$ cat src/rtl/fmul_pipe.sv
`default_nettype none
// +-----------------------------------------------------------------------+
// | Module   : fmul_pipe                                                  |
// | Purpose  : Three-stage pipelined floating-point multiplier with       |
// |            round-to-nearest-even, overflow saturation to infinity,    |
// |            underflow flush to zero, valid/ready handshake and tag     |
// |            passthrough.                                               |
// | Option   : FMUL_IEEE_SPECIAL_EN - decode all-ones exponent as Inf/NaN |
// | Revision : 1.0 - initial release                                      |
// +-----------------------------------------------------------------------+
module fmul_pipe #(
   parameter int EW   = 8,
   parameter int MW   = 23,
   parameter int TAGW = 6
) (
   input  logic                 clk,
   input  logic                 rstn,
   input  logic                 in_valid,
   output logic                 in_ready,
   input  logic [EW+MW:0]       x1,
   input  logic [EW+MW:0]       x2,
   input  logic [TAGW-1:0]      in_tag,
   output logic                 out_valid,
   input  logic                 out_ready,
   output logic [EW+MW:0]       y,
   output logic [TAGW-1:0]      out_tag,
   output logic                 ovf,
   output logic                 unf
);

   localparam int XW  = 1 + EW + MW;
   localparam int PW  = 2 * MW + 2;
   localparam int ESW = EW + 2;
   localparam logic [ESW-1:0] BIAS_E = ESW'((1 << (EW - 1)) - 1);
   localparam logic [ESW-1:0] EMAX_E = ESW'((1 << EW) - 1);

   // ---------------- handshake ----------------
   logic v1, v2;
   logic adv1, adv2, adv3;

   assign adv3     = !out_valid | out_ready;
   assign adv2     = !v2 | adv3;
   assign adv1     = !v1 | adv2;
   assign in_ready = adv1;

   // ---------------- S1 combinational: unpack, multiply, add exponents ----------------
   logic          sa, sb;
   logic [EW-1:0] ea, eb;
   logic [MW-1:0] ma, mb;
   logic          sy_in, zero_in, nan_in, inf_in;
   logic [PW-1:0] prod_in;
   logic [ESW-1:0] esum_in;

   assign {sa, ea, ma} = x1;
   assign {sb, eb, mb} = x2;
   assign sy_in   = sa ^ sb;
   assign zero_in = (ea == '0) | (eb == '0);
   assign prod_in = {{(MW+1){1'b0}}, 1'b1, ma} * {{(MW+1){1'b0}}, 1'b1, mb};
   assign esum_in = {2'b00, ea} + {2'b00, eb};

`ifdef FMUL_IEEE_SPECIAL_EN
   logic a_max, b_max, a_nan, b_nan;
   assign a_max  = &ea;
   assign b_max  = &eb;
   assign a_nan  = a_max & (|ma);
   assign b_nan  = b_max & (|mb);
   // Inf times zero (or denormal, which is treated as zero) is invalid
   assign nan_in = a_nan | b_nan | (a_max & (eb == '0)) | (b_max & (ea == '0));
   assign inf_in = (a_max | b_max) & !nan_in;
`else
   assign nan_in = 1'b0;
   assign inf_in = 1'b0;
`endif

   // ---------------- S1 register ----------------
   logic [TAGW-1:0] tag1;
   logic            sy1, zero1, nan1, inf1;
   logic [PW-1:0]   prod1;
   logic [ESW-1:0]  esum1;

   // Stage 1 captures operands whenever it can advance
   always_ff @(posedge clk or negedge rstn) begin
      if (!rstn) begin
         v1    <= 1'b0;
         tag1  <= '0;
         sy1   <= 1'b0;
         zero1 <= 1'b0;
         nan1  <= 1'b0;
         inf1  <= 1'b0;
         prod1 <= '0;
         esum1 <= '0;
      end else if (adv1) begin
         v1 <= in_valid;
         if (in_valid) begin
            tag1  <= in_tag;
            sy1   <= sy_in;
            zero1 <= zero_in;
            nan1  <= nan_in;
            inf1  <= inf_in;
            prod1 <= prod_in;
            esum1 <= esum_in;
         end
      end
   end

   // ---------------- S2 combinational: normalise, guard and sticky ----------------
   logic           hi;
   logic [MW-1:0]  mant_n;
   logic           guard_n, sticky_n;
   logic [ESW-1:0] e_n;

   assign hi       = prod1[PW-1];
   assign mant_n   = hi ? prod1[PW-2:MW+1] : prod1[PW-3:MW];
   assign guard_n  = hi ? prod1[MW]        : prod1[MW-1];
   assign sticky_n = hi ? (|prod1[MW-1:0]) : (|prod1[MW-2:0]);
   assign e_n      = esum1 - BIAS_E + {{(ESW-1){1'b0}}, hi};

   // ---------------- S2 register ----------------
   logic [TAGW-1:0] tag2;
   logic            sy2, zero2, nan2, inf2, guard2, sticky2;
   logic [MW-1:0]   mant2;
   logic [ESW-1:0]  e2;

   // Stage 2 holds the normalised mantissa and rounding bits
   always_ff @(posedge clk or negedge rstn) begin
      if (!rstn) begin
         v2      <= 1'b0;
         tag2    <= '0;
         sy2     <= 1'b0;
         zero2   <= 1'b0;
         nan2    <= 1'b0;
         inf2    <= 1'b0;
         guard2  <= 1'b0;
         sticky2 <= 1'b0;
         mant2   <= '0;
         e2      <= '0;
      end else if (adv2) begin
         v2 <= v1;
         if (v1) begin
            tag2    <= tag1;
            sy2     <= sy1;
            zero2   <= zero1;
            nan2    <= nan1;
            inf2    <= inf1;
            guard2  <= guard_n;
            sticky2 <= sticky_n;
            mant2   <= mant_n;
            e2      <= e_n;
         end
      end
   end

   // ---------------- S3 combinational: round, range check, pack ----------------
   logic           round_up;
   logic [MW:0]    mant_r;
   logic [ESW-1:0] e_r;
   logic           unf_cond, ovf_cond;
   logic [XW-1:0]  y_n;
   logic           ovf_n, unf_n;

   assign round_up = guard2 & (sticky2 | mant2[0]);
   assign mant_r   = {1'b0, mant2} + {{MW{1'b0}}, round_up};
   // A carry out leaves mant_r[MW-1:0] all zero, so only the exponent moves
   assign e_r      = e2 + {{(ESW-1){1'b0}}, mant_r[MW]};
   assign unf_cond = e_r[ESW-1] | (e_r == '0);
   assign ovf_cond = !e_r[ESW-1] & (e_r >= EMAX_E);

   // Select the packed result; specials take priority over zero and range
   always_comb begin
      y_n   = {sy2, e_r[EW-1:0], mant_r[MW-1:0]};
      ovf_n = 1'b0;
      unf_n = 1'b0;
      if (nan2) begin
         y_n = {1'b0, {EW{1'b1}}, 1'b1, {(MW-1){1'b0}}};
      end else if (inf2) begin
         y_n = {sy2, {EW{1'b1}}, {MW{1'b0}}};
      end else if (zero2) begin
         y_n = {sy2, {(EW+MW){1'b0}}};
      end else if (unf_cond) begin
         y_n   = {sy2, {(EW+MW){1'b0}}};
         unf_n = 1'b1;
      end else if (ovf_cond) begin
         y_n   = {sy2, {EW{1'b1}}, {MW{1'b0}}};
         ovf_n = 1'b1;
      end
   end

   // Stage 3 is the output register; it only changes when the consumer can take it
   always_ff @(posedge clk or negedge rstn) begin
      if (!rstn) begin
         out_valid <= 1'b0;
         y         <= '0;
         out_tag   <= '0;
         ovf       <= 1'b0;
         unf       <= 1'b0;
      end else if (adv3) begin
         out_valid <= v2;
         if (v2) begin
            y       <= y_n;
            out_tag <= tag2;
            ovf     <= ovf_n;
            unf     <= unf_n;
         end
      end
   end

endmodule
`default_nettype wire
$ cat config.mk
export PLATFORM = sky130hd
export DESIGN_NAME = fmul_pipe
export DESIGN_NICKNAME = d
export VERILOG_FILES = /design/src/rtl/fmul_pipe.sv
export SDC_FILE = /design/constraint.sdc
export NUM_CORES = 2
export LEC_CHECK = 0
export BUFFER_PORTS_ARGS = -buffer_cell sky130_fd_sc_hd__buf_2
export CORE_MARGIN = 8
export CORE_UTILIZATION = 25
export DETAILED_ROUTE_END_ITERATION = 10
export GPL_ROUTABILITY_DRIVEN = 0
export HOLD_SLACK_MARGIN = 0.02
export PLACE_DENSITY = 0.38
export SYNTH_ARGS = -nofsm -noshare
export SYNTH_HDL_FRONTEND = slang
export SYNTH_SLANG_ARGS = --single-unit
$ cat constraint.sdc
create_clock -name clk -period 6 [get_ports clk]
set_input_delay 1.2 -clock clk [delete_from_list [all_inputs] [get_ports clk]]
set_output_delay 1.2 -clock clk [all_outputs]
set_load 0.05 [all_outputs]
======== After elaboration in Yosys (flattened, before gate mapping) ========
Index checks and enable logic that the tools add are counted.
cells by class
  bitwise logic cells ..................... 9
  shift operators ......................... 0
  reduce and logical (&&, ||, !) cells .... 12
  divide/modulo/power cells ............... 0
  $mul .................................... 1
  $add $sub $neg .......................... 5
  order comparisons ....................... 1
  equal/unequal tests ..................... 0
  multiplexer cells ....................... 11
operators by type and width
  kind                   count
  $mux 31                3
  $mul 24x24->48         1
  $add 23x1->24          1
  $mux 23                1
  $reduce_or 23->1       1
  $reduce_or 22->1       1
  $add 10x1->10          2
  $logic_not 8->1        2
  $ge 10x8->1 const B    1
  $logic_not 10->1       1
  $sub 10x7->10 const B  1
  $add 8x8->9            1
  $mux 1                 7
  $or 1x1->1             6
  $reduce_and 2->1       3
  $logic_not 1->1        4
  $and 1x1->1            2
  $xor 1x1->1            1
storage, ports and cells
  bits in latches ......................... 0
  memories kept ........................... 0
  ROM bits ................................ 0
  word-level logic and storage cells ...... 58
  RAM bits ................................ 0
  output and inout bits ................... 42
  bits of input ports ..................... 74
  register bits ........................... 152

======== Depth between registers and ports, before layout ========
  depth after elaboration ................. 9
  mapped depth ............................ 27
  mapped depth without buffers ............ 25

======== Least setup slack after synthesis ========
No wires, ideal clock.
  kind .................................... input to register
  start ................................... in x2[12]
  end ..................................... reg prod1[42]
  library setup time ...................... 0.131 ns
  arrival ................................. 7.316 ns
  cell stages on the path ................. 26
  path buffers ............................ 3
  slack ................................... -1.447 ns
  required time ........................... 5.869 ns
  cell sequence ........................... clkbuf_1 > clkbuf_1 > nand2_1 > fa_1 > inv_1 > fa_1 > inv_1 > fa_1 > inv_1 > fa_1 > fa_1 > fa_1 > inv_1 > fa_1 > inv_1 > ha_1 > clkbuf_1 > nand2_1 > nor2_1 > a221oi_2 > o221ai_2 > or4_1 > o21ai_2 > o21bai_1 > xnor2_1 > o21ai_1
on the way
  cells in the longest elaborated chain, start to end .. 1
RTL lines
  element                 RTL line  text
  start: declaration      21        input logic [EW+MW:0] x2,
  $mul 24x24->48          58        assign prod_in = {{(MW+1){1'b0}}, 1'b1, ma} * {{(MW+1){1'b0}}, 1'b1, mb};
  end signal: assignment  100       prod1 <= prod_in;
  end: declaration        78        logic [PW-1:0] prod1;
No other way between the ends.
A chain may end at the register's enable or synchronous reset.

======== Worst setup path after layout ========
  start ................................... in x1[11]
  end ..................................... reg prod1[42]
on the way
  cells in the longest elaborated chain, start to end .. 1
RTL lines
  element             RTL line  text
  start: declaration  20        input logic [EW+MW:0] x1,
  $mul 24x24->48      58
No other way between the ends.

==> results.toml <==
[worst_setup_path]
arrival_ps = 7300
cp_common_cell = "fa_1"
rrSetupSlack_ps = 1630
critical-path-top-delay-family = "adder cells"
cp_slowest_cell = "or4_4"
max_stage_delay_ps = 580
r2r_end = "y[3]"
crit_path_end_kind = "flop"
rr_worst_depth = 13
cp.required_ps = 6310
crit_type = "input pin to flop"
cp-start-kind = "input pin"
r2r_start = "mant2[9]"
critical_path.cell_chain = "buf_12 > buf_6 > buf_6 > and2_4 > fa_1 > inv_1 > fa_1 > fa_2 > fa_1 > inv_2 > fa_1 > fa_1 > inv_2 > fa_1 > inv_2 > ha_4 > nand4_1 > or4_4 > a211oi_4 > o21ai_2 > o21bai_1 > xnor2_1 > o21ai_1"
path_max_fanout = 8
crit_buf_inv = 7

[clocking]
htree_levels = 4
clock_path_buffers = 2
tritoncts = "built"
cts_buffers = 17
clock-sinks = 151
cts-root-buf = "clkbuf_16"
clkTransAtPathRegs_ps = 70
clkLatencyLatePin_ps = 430

[yosys]
yosysUniqueCellTypes = 60
synthSimpleGateAreaFrac_pct = 16.1
synth_nets = 3589
synth_edf_count = 0
synth_flop_cell = "dfrtp_1"
synth-compound-area-share_pct = 6.86
synth_top_family_by_area = "adder cells"
yosysTopAreaCell = "fa_1"
synthCells = 2845
synth_area_leaders = "fa_1 38%, dfrtp_1 15%, ha_1 9.1%, inv_1 8.6%, nand2_1 6.6%"
muxShareOfSynthArea_pct = 1.68
seq_area_frac_synth_pct = 14.7
syn_area_per_cell_um2 = 9.01
synthXorXnorAreaFrac_pct = 2.94
synthAdderAreaFrac_pct = 46.9
syn_area_um2 = 25600
ys_ff_latch = 151
synth_warnings = 0
synth_common_cells = "587 x inv_1, 483 x fa_1, 451 x nand2_1, 249 x and2_1, 187 x ha_1"
yosysTopAreaCellShare_pct = 37.7
async_flop_share_pct = 100
yosysMostFrequentCell = "inv_1"

[place]
dpl_worst_slack_ps = -1800
dpl.hpwl_um = 69300
placed_area_um2 = 30300
numPortBuffers = 115

[cells_and_area]
drive_gt1_share_pct = 25.7
multi_input_area_um2 = 20400
area_growth_pct = 29.8
antenna_cells = 0
regArea_um2 = 3780
postLayoutCellArea_um2 = 33300
nets = 3965
fillers = 10664

[worst_hold_path]
hp-class = "flop to flop"
holdPathEnd = "y[29]"
hp-start = "y[29]"
whs_path_depth = 1

[sta]
rsz0062_at_grt = "true"
timing.final.crit_share_pct = 117
worst_slack_ps = -992
setup_tns_ps = -26550
maxSlewHeadroom_pct = 32.9
setup_violations = 34
slew_viol_final = 0
max_freq_mhz = 143
finalCriticalPeriod_ps = 6990
hold_violations = 0
finalClockSkew_ps = 10.9
whs_ps = 471
tightest_slew_ps = 1010

[floorplan]
pin_count = 116
initial_core_util_pct = 25.2
fp.dieW_um = 336
fp.dieArea_um2 = 113000
row_count = 117
fp.dieH_um = 336
coreArea_um2 = 102000

[global_routing]
grt.total_usage_pct = 14.6
antenna_found_initial = 0
grt_max_degree = 109
grt_pass1_vias = 22338
overflow = 0
grt_pass1_wl_um = 130000

[routing]
ant_nets = 0
wl_per_cell_um = 17.7
drc_errors = 0
via_count = 19746
vias_per_cell = 4.29
drtIter0Drc = 734
routed_wirelength_um = 81300
drt_first_pass_iters = 5

[status]
status = "complete, but fails checks"
violations = "setup timing"

[flow_run]
drv_cap = 0
sequential cells by signal, indices dropped and copies added, names as in the netlist:
signal and flops:
zero2 1, sy2 1, prod1 48, sy1 1, e2 10, mant2 23
ovf 1, v1 1, out_tag 6, out_valid 1, unf 1, v2 1
y 32, sticky2 1, guard2 1, tag1 6, zero1 1, tag2 6
esum1 9
metal layers:
| layer | vias to the layer above | global-route usage [%] | part of all wire [%] |
|---|---|---|---|
| met5 | - | 0 | 0 |
| met4 | 0 | 3.63 | 2.3 |
| met3 | 55 | 1.47 | 2.9 |
| met2 | 298 | 24.9 | 48 |
| met1 | 10069 | 19.9 | 47 |
| li1 | 9324 | - | - |
worst register-to-register path, stage by stage, from the launching register on:
cell and delay (ps):
dfrtp_1 410, and3_1 210, and3_1 210, nand3_1 130, nor4_1 610, and3_1 300, ha_1 270, ha_1 270
xor2_1 120, or4_1 470, nor4b_1 370, nor3_1 160, nand2_1 500, o21ai_0 200
cell type report:
class / count / share of cell area [%]
Clock inverter: 12 / 0.575
Inverter: 590 / 6.72
Multi-Input combinational cell: 1960 / 61.4
Clock buffer: 19 / 1.33
Sequential cell: 151 / 11.4
Tap cell: 1368 / 5.14
Timing Repair Buffer: 501 / 13.4
per-stage QoR:
step | std cells | utilization, %
after global routing | 4601 | 32.7
after CTS | 4583 | 32.0
after detailed placement | 4509 | 29.8
after global placement | 4509 | 29.8
final | 4601 | 32.7
after floorplan | 2845 | -
cells in the final DEF, fill, tap and decap left out, types with 38 or more instances in the layout:
| master | Yosys | routed |
|---|---|---|
| inv_1 | 587 | 539 |
| fa_1 | 483 | 443 |
| nand2_1 | 451 | 423 |
| buf_4 | 0 | 309 |
| and2_1 | 249 | 215 |
| ha_1 | 187 | 157 |
| dfrtp_1 | 151 | 151 |
| o21ai_0 | 118 | 84 |
| buf_2 | 3 | 69 |
| buf_6 | 1 | 65 |
| nor2_1 | 64 | 56 |
| inv_2 | 0 | 45 |
| fa_2 | 0 | 40 |
| xnor2_1 | 46 | 38 |
what timing repair did:
action | in CTS | in global routing
pin swaps | 97 | 145
resized for setup | 305 | 149
hold endpoints to repair | 0 | 0
setup endpoints to repair | 38 | 38
buffers inserted | 46 | 24
gates cloned | 3 | 1
hold buffers | 0 | 0
logic make-up after synthesis:
kind of cell / after synthesis
xor gates and xnor gates: 86
AOI/OAI and AO/OA: 291
DFF: 151
buffers and inverters: 734
muxes: 41
adders and majority gates: 670
and+or+nand+nor: 872
how the worst max path moves through the flow:
stage          startpoint   endpoint  slack [ps]  cells after the start
6_report           x1[11]  prod1[42]        -990                     23
3_3_place_gp       x1[15]  prod1[42]       -1740                     23
3_5_place_dp       x1[14]  prod1[42]       -1800                     23
4_1_cts            x1[15]  prod1[46]       -1000                     23
2_1_floorplan      x1[15]  prod1[42]       -1200                     24
5_1_grt            x2[12]  prod1[42]       -1180                     24
Power is not shown: default switching activity piles up to over one toggle a cycle in this logic, so the estimate is an artifact.
